File: src/rtl/pipe_hazard_ctrl.sv
// Stall/flush sequencer for the 5-stage LC-3b pipeline: memory handshake
// tracking, load-use interlock, branch flush and saturating perf counters.
module pipe_hazard_ctrl #(
    parameter int CNT_W = 16
) (
    input  logic             clk,
    input  logic             reset,
    input  logic             imem_resp,
    input  logic             dmem_resp,
    input  logic             dmem_read,
    input  logic             dmem_write,
    input  logic             branch_taken,
    input  logic             id_ex_mem_read,
    input  logic [2:0]       id_ex_dest,
    input  logic [2:0]       if_id_sr1,
    input  logic             if_id_sr1_used,
    input  logic [2:0]       if_id_sr2,
    input  logic             if_id_sr2_used,
    input  logic             counter_clear,
    output logic             imem_read,
    output logic             dmem_req_read,
    output logic             dmem_req_write,
    output logic             load_pc,
    output logic             load_if_id,
    output logic             load_id_ex,
    output logic             load_ex_mem,
    output logic             load_mem_wb,
    output logic             flush_if_id,
    output logic             bubble_id_ex,
    output logic [CNT_W-1:0] stall_count,
    output logic [CNT_W-1:0] flush_count
);

    localparam logic [CNT_W-1:0] CNT_MAX = '1;

    logic             imem_done_q, imem_done_d;
    logic             dmem_done_q, dmem_done_d;
    logic [CNT_W-1:0] stall_count_q, stall_count_d;
    logic [CNT_W-1:0] flush_count_q, flush_count_d;

    logic dmem_need, imem_ready, dmem_ready, advance, load_use;

    assign dmem_need  = dmem_read | dmem_write;
    assign imem_ready = imem_resp | imem_done_q;
    assign dmem_ready = !dmem_need | dmem_resp | dmem_done_q;
    assign advance    = imem_ready & dmem_ready;
    assign load_use   = id_ex_mem_read &
                        ((if_id_sr1_used & (id_ex_dest == if_id_sr1)) |
                         (if_id_sr2_used & (id_ex_dest == if_id_sr2)));

    // Outputs are forced low while reset is held, even though reset is async.
    always_comb begin
        imem_read      = 1'b0;
        dmem_req_read  = 1'b0;
        dmem_req_write = 1'b0;
        load_pc        = 1'b0;
        load_if_id     = 1'b0;
        load_id_ex     = 1'b0;
        load_ex_mem    = 1'b0;
        load_mem_wb    = 1'b0;
        flush_if_id    = 1'b0;
        bubble_id_ex   = 1'b0;
        stall_count    = '0;
        flush_count    = '0;
        if (!reset) begin
            imem_read      = !imem_done_q;
            dmem_req_read  = dmem_read & !dmem_done_q;
            dmem_req_write = dmem_write & !dmem_done_q;
            stall_count    = stall_count_q;
            flush_count    = flush_count_q;
            if (advance) begin
                load_id_ex  = 1'b1;
                load_ex_mem = 1'b1;
                load_mem_wb = 1'b1;
                if (branch_taken) begin
                    load_pc      = 1'b1;
                    load_if_id   = 1'b1;
                    flush_if_id  = 1'b1;
                    bubble_id_ex = 1'b1;
                end else if (load_use) begin
                    bubble_id_ex = 1'b1;
                end else begin
                    load_pc    = 1'b1;
                    load_if_id = 1'b1;
                end
            end
        end
    end

    always_comb begin
        imem_done_d   = 1'b0;
        dmem_done_d   = 1'b0;
        stall_count_d = stall_count_q;
        flush_count_d = flush_count_q;
        if (!advance) begin
            imem_done_d = imem_done_q | imem_resp;
            dmem_done_d = dmem_done_q | (dmem_need & dmem_resp);
            if (stall_count_q != CNT_MAX)
                stall_count_d = stall_count_q + 1'b1;
        end else if (branch_taken && flush_count_q != CNT_MAX) begin
            flush_count_d = flush_count_q + 1'b1;
        end
        if (counter_clear) begin
            stall_count_d = '0;
            flush_count_d = '0;
        end
    end

    always_ff @(posedge clk or posedge reset) begin
        if (reset) begin
            imem_done_q   <= 1'b0;
            dmem_done_q   <= 1'b0;
            stall_count_q <= '0;
            flush_count_q <= '0;
        end else begin
            imem_done_q   <= imem_done_d;
            dmem_done_q   <= dmem_done_d;
            stall_count_q <= stall_count_d;
            flush_count_q <= flush_count_d;
        end
    end

endmodule

File: config.mk
export PLATFORM = sky130hd
export DESIGN_NAME = pipe_hazard_ctrl
export DESIGN_NICKNAME = d
export VERILOG_FILES = /design/src/rtl/pipe_hazard_ctrl.sv
export SDC_FILE = /design/constraint.sdc
export NUM_CORES = 1
export LEC_CHECK = 0
export CAP_MARGIN = 25
export CORE_ASPECT_RATIO = 1.75
export CORE_MARGIN = 4
export CORE_UTILIZATION = 48
export DETAILED_ROUTE_END_ITERATION = 16
export GPL_TIMING_DRIVEN = 0
export HOLD_SLACK_MARGIN = 0.08
export PLACE_DENSITY = 0.8
export SETUP_SLACK_MARGIN = 0.3
export SYNTH_ARGS = -nofsm -noshare
export SYNTH_HDL_FRONTEND = slang
export SYNTH_SLANG_ARGS = --single-unit
File: constraint.sdc
create_clock -name clk -period 2.65 [get_ports clk]
set_input_delay 0.53 -clock clk [delete_from_list [all_inputs] [get_ports clk]]
set_output_delay 0.53 -clock clk [all_outputs]
set_load 0.03 [all_outputs]
# Word level (Yosys, flattened, before mapping)
# Index checks and enable logic that the tools add are counted.
[totals]
reg_bits = 34
latchBits = 0
ram_bits = 0
romBits = 0
output_inout_bits = 42
mem_count = 0
[classes]
add_sub_neg = 2
n_mul = 0
n_div = 0
n_lt_le_gt_ge = 0
eq_ne = 5
shifts = 0
n_mux = 26
bitwise_logic = 13
n_reduce_logical = 9
[op_table]
columns = ["op", "n"]
rows = [
  ["$mux 16", 8],
  ["$add 16x1->16 const B", 2],
  ["$ne 16x16->1 const B", 2],
  ["$mux 1", 18],
  ["$and 1x1->1", 7],
  ["$eq 3x3->1", 2],
  ["$or 1x1->1", 6],
  ["$reduce_bool 2->1", 3],
  ["$reduce_and 2->1", 2],
  ["$logic_not 1->1", 3],
  ["$ne 2x2->1 const B", 1],
  ["$logic_and 1x1->1", 1],
]

# Depth between registers and ports, before layout
# Gate-level depths: netlist of the first run.
[depth]
word_depth = 8
ltp_mapped = 7
ltp_nobuf = 6

# Worst setup path before layout of the first run
# No wires, ideal clock.
[synth_timing]
kind = "in2out"
start = "in dmem_write"
end = "out load_pc"
arrival_time_ns = 2.630
t_required_ns = 2.120
slack_ns = -0.510
path_stages = 5
n_path_buf = 1
cell_sequence = "nor2_1 o22ai_4 nor2_1 a21boi_0 buf_4"
[synth_between]
elab_chain_len = 7
[synth_lines]
columns = ["item", "line_no", "text"]
rows = [
  ["from (decl)", "11", "input logic dmem_write,"],
  ["$or 1x1->1", "43", "assign dmem_need = dmem_read | dmem_write;"],
  ["$logic_not 1->1", "45", "assign dmem_ready = !dmem_need | dmem_resp | dmem_done_q;"],
  ["$or 1x1->1 (2 in a row)", "45", ""],
  ["$and 1x1->1", "46", "assign advance = imem_ready & dmem_ready;"],
  ["$mux 1 (2 in a row)", "--", ""],
  ["to (decl)", "23", "output logic load_pc,"],
]
# Every way passes these cells.

# Final worst setup path of the first run
[layout_timing]
start = "in reset"
end = "out stall_count[14]"
[layout_between]
elab_chain_len = 1
[layout_lines]
columns = ["item", "line_no", "text"]
rows = [
  ["from (decl)", "7", "input logic reset,"],
  ["$mux 16", "65", "if (!reset) begin"],
  ["to (decl)", "30", "output logic [CNT_W-1:0] stall_count,"],
]
# Every way passes these cells.

==> results.md, run 1 <==
- Synth area leader: dfrtp_1
- Pwr dens: 360.4 nW/um^2
- Post-synth top cells: 37 x nor2_1, 34 x dfrtp_1, 31 x nor2b_1
- Outcome: finished, final reports clean
- Worst-skew pair later-pin latency: 0.29 ns
- WHS: 0.5591 ns
- Reg2Reg Depth: 6
- Drt first-iter violations: 55
- Vias in the first global route: 2130
- Synth area leaders: dfrtp_1 38%, nor2b_1 8.6%, xnor2_1 8.2%
- TritonCTS clock tree: done
- Crit Path Class: primary input to output port
- Number of max-slew violations in the final report: 0
- Num Clock Sinks: 34
- RePlAce Congestion: 0.8868
- Num ports: 62
- Largest net degree at the start of global routing: 19
- Wirelength per Cell: 14.90 microns
- Post-route ant nets: 0
- Crit path max fanout: 10
- Drt drc: 0
- Post-route setup TNS: 0 ns
- Ys flop type: dfrtp_1
- Clock-pin slew on the worst setup and hold paths: 0.07 ns
- RSZ-0062 raised after global routing: false
- YS warnings: 0
- Mapped Cells: 256
- Endpoints failing setup: 0
- Initial antenna violation count: 0
- Hold buffers post-CTS: 0
- Ys async rst share: 1.000
- Detail Placement HPWL: 4.442 mm
- Via count: 2084
- Hold path cells: 2
- IO Port Bufs: 59
- First-pass GRT wire length: 9.735 mm
- Die height: 98.67 microns
- Crit path launch type: primary input
- Worst path arrival time: 1.76 ns
- CTS Buf Count: 5
- Layout cells sized above 1: 0.1341
- Placed cell areas: 2955 sq um
- Grt total ovfl: 0
- Htree depth: 2
- Period Utilization, post-route: 0.8639
- Fmax: 436.8 MHz
- Rows: 32
- Post-synth EDFFs: 0
- Core Region: 4484 sq um
- Top-count cell post-synth: nor2_1
- Distinct cells, synth: 45
- Die X: 59.81 microns
- Hold Fails Final Rpt: 0
- Deepest clock path buffer count: 2
- WP data required: 2.12 ns
- Clock Root Buffer: clkbuf_8
- Max rail drop VDD: 0.4601 mV
- FF-to-FF setup slack: 0.72 ns
- Die area: 5901 sq um
- Post-Synthesis Cell Area: 2255 sq um
- DR pass1 iterations: 4
- Ant diodes: 0
- Worst slew pin tran: 0.7790 ns
- Final Total Pwr: 1104 uW
- Register area share after synthesis: 0.3774
- Lkg Pwr: 0.001345 uW
- Min cycle time layout: 2.289 ns
- Routed WL: 5.647 mm
- Nets@finish: 350
- Clk_skew: 0.009342 ns
- Initial Util: 0.5028
- Gr usage total: 0.2095
- Via-to-Cell Ratio: 5.499
- MaxCap Viol Count: 0
- Syn avg cell area: 8.807 sq um
- FF+latch count, synth: 34
- Synth-to-Final Area Change: 35.85%
- Syn_nets: 278
- Post-route cell area: 3063 sq um
- Slew HR: 0.4801
- Min-delay worst type: flip-flop to flip-flop
- Area share of the largest cell type after synthesis: 0.3774
- CP endpoint kind: output port
==> layout make-up <==
| cell class | instances | area, sq um |
|---|---|---|
| fill | 419 | 1421 |
| clock buffer | 7 | 76.32 |
| multi-input combinational | 204 | 1346 |
| tap | 51 | 63.81 |
| sequential | 34 | 850.8 |
| buffer | 13 | 72.57 |
| inverter | 5 | 18.77 |
| timing repair buffer | 65 | 634.4 |
==> sequential cells by signal (all words and copies together), names as in the netlist <==
signal         flops
stall_count_q     16
flush_count_q     16
imem_done_q        1
dmem_done_q        1
==> kinds of logic after synthesis <==
family	count (synthesis)	share of synthesized area
adder cells (fa/ha/maj)	2	0.01110
flip-flops	34	0.3774
AND/OR/NAND/NOR	146	0.3762
AO/OA/AOI/OAI	26	0.07658
buffers and inverters	18	0.03884
multiplexers	4	0.01887
XOR/XNOR	26	0.1010
==> layer usage <==
metal,vias up,part of all wire,track usage
li1,1041,-,-
met3,8,0.031,0.03014
met1,992,0.37,0.2255
met2,43,0.58,0.3950
met5,-,0,0
met4,0,0.015,0.06826
==> final timing paths <==
kind                                          startpoint                             to
max                                                reset                stall_count[14]
min                        flush_count_q[12]$_DFFE_PP0P_  flush_count_q[12]$_DFFE_PP0P_
max reg2reg                        dmem_done_q$_DFF_PP0_  stall_count_q[11]$_DFFE_PP0P_
min reg2reg                flush_count_q[12]$_DFFE_PP0P_  flush_count_q[12]$_DFFE_PP0P_
max in group asynchronous                          reset   stall_count_q[0]$_DFFE_PP0P_
min in group asynchronous                          reset  stall_count_q[11]$_DFFE_PP0P_
==> cell usage in the layout (no fill, tap or decap), types with 6 or more instances in the layout <==
cell type        netlist  final
nor2_1                37     35
dfrtp_1               34     34
nor2b_1               31     31
clkdlybuf4s50_1        0     22
dlygate4sd2_1          0     22
xnor2_1               21     21
nand2_1               10     10
a21oi_1               10     10
nand4_1               10     10
nand3_1                9      9
nor3_1                 9      9
buf_4                  3      8
dlymetal6s2s_1         0      8
nor4_1                 7      7
clkbuf_1               6      6
==> critical path, stage by stage <==
cell	delay, ns
clkbuf_2	0.21
buf_2	0.25
nor2_1	0.10
clkdlybuf4s50_1	0.67
==> stage by stage <==
step,utilization,setup slack (ns),cells
final,0.6830,0.3607,379
after global placement,0.6529,-0.4434,366
after floorplan,-,0.3782,256
after global routing,0.6830,0.3100,379
after CTS,0.6730,0.1971,376
after detailed placement,0.6590,-0.4789,367
==> where the power goes <==
part | internal (uW) | switching [uW]
Sequential | 528 | 12.4
Clock | 181 | 183
Combinational | 85.6 | 114
Total | 795 | 309
==> timing repair <==
action / CTS / global route
gates resized for setup: 63 / 9
setup endpoints to repair: 25 / 10
pin swaps: 10 / 3
endpoints found under the hold margin: 0 / 0
setup buffers: 2 / 3
Note: power is estimated with default switching activity, not from simulation.
==> run 2: changes to the inputs <==
- HOLD_SLACK_MARGIN: 0.08 -> not set
==> results of run 2 <==
The final DEF is identical to that of run 1; final timing and power are the same.
==> run 3: changes to the inputs <==
- CTS_BUF_LIST: not set -> sky130_fd_sc_hd__clkbuf_16
==> run 3 against run 2 <==
Net effect:
- utilization up 1.3 points
- hold slack worse by 0.0024 ns
- flip-flop and latch count unchanged
- critical path type unchanged
- global-route usage up 0.51 points
- wire length up 2.5%
- clock power up 48%
- final area up 1.8%
- largest power group unchanged
- register-to-register slack about the same
- total power up 16%
- maximum frequency about the same
==> results.md, run 3 (same netlist as run 1, synthesis figures left out) <==
- Outcome: finished, final reports clean
- Vias in the first global route: 2162
- IO Port Bufs: 59
- Comb power frac: 0.156
- Switching pwr: 327.2 uW
- Period Utilization, post-route: 0.8640
- Ant diodes: 0
- TritonCTS clock tree: done
- Power share of the clock group: 0.420
- First-pass GRT wire length: 9.956 mm
- Num ports: 62
- Final setup margin: 0.3605 ns
- Layout cells sized above 1: 0.1341
- WP data required: 2.12 ns
- Clk_skew: 0.004700 ns
- Crit path launch type: primary input
- Commonest non-fill, non-tap cell in the layout: nor2_1
- Number of max-slew violations in the final report: 0
- CP endpoint kind: output port
- Endpoints failing setup: 0
- Drt drc: 0
- Largest net degree at the start of global routing: 19
- Max rail drop VDD: 0.3751 mV
- Via count: 2112
- Top flop regs: flush_count_q x16, stall_count_q x16
- Worst slew pin tran: 0.7575 ns
- Hold Fails Final Rpt: 0
- Crit path max fanout: 10
- DR pass1 iterations: 4
- Clock-pin slew on the worst setup and hold paths: 0.05 ns
- Power Internal: 950.6 uW
- RePlAce Congestion: 0.8868
- Core Region: 4484 sq um
- Deepest clock path buffer count: 2
- Nets@finish: 350
- Htree depth: 2
- Final core occ: 0.6956
- Min cycle time layout: 2.290 ns
- CTS Buf Count: 5
- Final Total Pwr: 1278 uW
- Die X: 59.81 microns
- Worst-skew pair later-pin latency: 0.27 ns
- Initial Util: 0.5028
- Fill cells: 412
- Critical-path top delay cell: clkdlybuf4s50_1
- Gr usage total: 0.2147
- Detail Placement HPWL: 4.442 mm
- Most frequent cells in the layout: 35 x nor2_1, 34 x dfrtp_1, 31 x nor2b_1
- Pwr dens: 409.6 nW/um^2
- Worst path arrival time: 1.76 ns
- Lkg Pwr: 0.001379 uW
- Switching Fraction: 0.2561
- Drt first-iter violations: 43
- Crit Path Class: primary input to output port
- Pre-CTS setup slack: -0.4789 ns
- Met2 usage: 0.4050
- Grt total ovfl: 0
- Rows: 32
- Post-route ant nets: 0
- Reg2reg end: stall_count_q[11]$_DFFE_PP0P_
- Hold path cells: 2
- Slew HR: 0.4944
- Hold Startpoint: flush_count_q[12]$_DFFE_PP0P_
- FF-to-FF setup slack: 0.71 ns
- Met1 usage: 0.2286
- Synth-to-Final Area Change: 38.35%
- Clock Root Buffer: clkbuf_16
- Reg2Reg Depth: 6
- GRT busiest layer: met2
- Crit-path cells: clkbuf_2 -> buf_2 -> nor2_1 -> clkdlybuf4s50_1
- Met3 GRT Util: 0.03145
- WHS Endpoint: flush_count_q[12]$_DFFE_PP0P_
- Die height: 98.67 microns
- Routed WL: 5.787 mm
- RSZ-0062 raised after global routing: false
- Sequential share of power: 0.424
- Family with the most delay on the worst path: buffers and inverters
- MaxCap Viol Count: 0
- Reg-to-Reg Start: dmem_done_q$_DFF_PP0_
- Via-to-Cell Ratio: 5.573
- Worst path max stage delay: 0.67 ns
- Initial antenna violation count: 0
- Wirelength per Cell: 15.27 microns
- CP bufs+invs: 3
- Min-delay worst type: flip-flop to flip-flop
- Fmax: 436.8 MHz
- Die area: 5901 sq um
- Num Clock Sinks: 34
## run 3: cell types whose count changed in the layout (fill, tap and decap cells not counted)
cell / before / now
clkbuf_1: 6 / 4
clkbuf_16: 0 / 5
clkbuf_8: 5 / 0
inv_1: 5 / 7
## run 3: repair_timing
item                       CTS  global route
buffers inserted             2             3
hold endpoints to repair     0             0
hold buffers                 0             0
pin swaps                   10             3
resized for setup           63             9
setup endpoints to repair   25            11
## run 3: worst min-delay path: stages (launching register included)
cell	delay [ns]
dfrtp_1	0.36
xor2_1	0.08
nor2_1	0.08
## run 3: layout make-up
class	count	area [sq um]	share of cell area
Buffer	13	72.57	0.02327
Clock buffer	5	125.1	0.04011
Clock inverter	2	7.507	0.002407
Inverter	5	18.77	0.006017
Multi-Input combinational cell	204	1346	0.4316
Sequential cell	34	850.8	0.2728
Tap cell	51	63.81	0.02046
Timing Repair Buffer	65	634.4	0.2034
## run 3: worst max-delay path by stage
stage / from / endpoint / slack [ns] / depth (start not counted)
6_report: reset / stall_count[14] / 0.36 / 4
5_1_grt: reset / stall_count[14] / 0.31 / 4
4_1_cts: dmem_resp / load_pc / 0.20 / 7
3_5_place_dp: dmem_write / load_pc / -0.48 / 7
3_3_place_gp: dmem_write / load_pc / -0.44 / 7
2_1_floorplan: dmem_write / load_pc / 0.38 / 5
## run 3: stage by stage
| step | hold slack, ns | area (sq um) | std cells | TNS [ns] |
|---|---|---|---|---|
| global placement | 0.5423 | 2928 | 366 | -2.699 |
| global route | 0.6041 | 3119 | 379 | 0 |
| CTS | 0.5615 | 3074 | 376 | 0 |
| floorplan | 0.5109 | 2273 | 256 | 0 |
| detailed placement | 0.5445 | 2955 | 367 | -3.291 |
| finish | 0.5567 | 3119 | 379 | 0 |
## run 3: layer usage
| layer | vias up | part of all wire |
|---|---|---|
| li1 | 1039 | - |
| met1 | 1025 | 0.37 |
| met2 | 38 | 0.59 |
| met3 | 10 | 0.025 |
| met4 | 0 | 0.017 |
| met5 | - | 0 |
## run 3: power groups by stage
stage | Sequential (uW) | Combinational [uW] | Clock (uW)
after CTS | 542 | 199 | 541
after global routing | 543 | 220 | 564
after global placement | 550 | 197 | 0
after floorplan | 547 | 121 | 0
final | 542 | 199 | 537
after detailed placement | 551 | 206 | 0
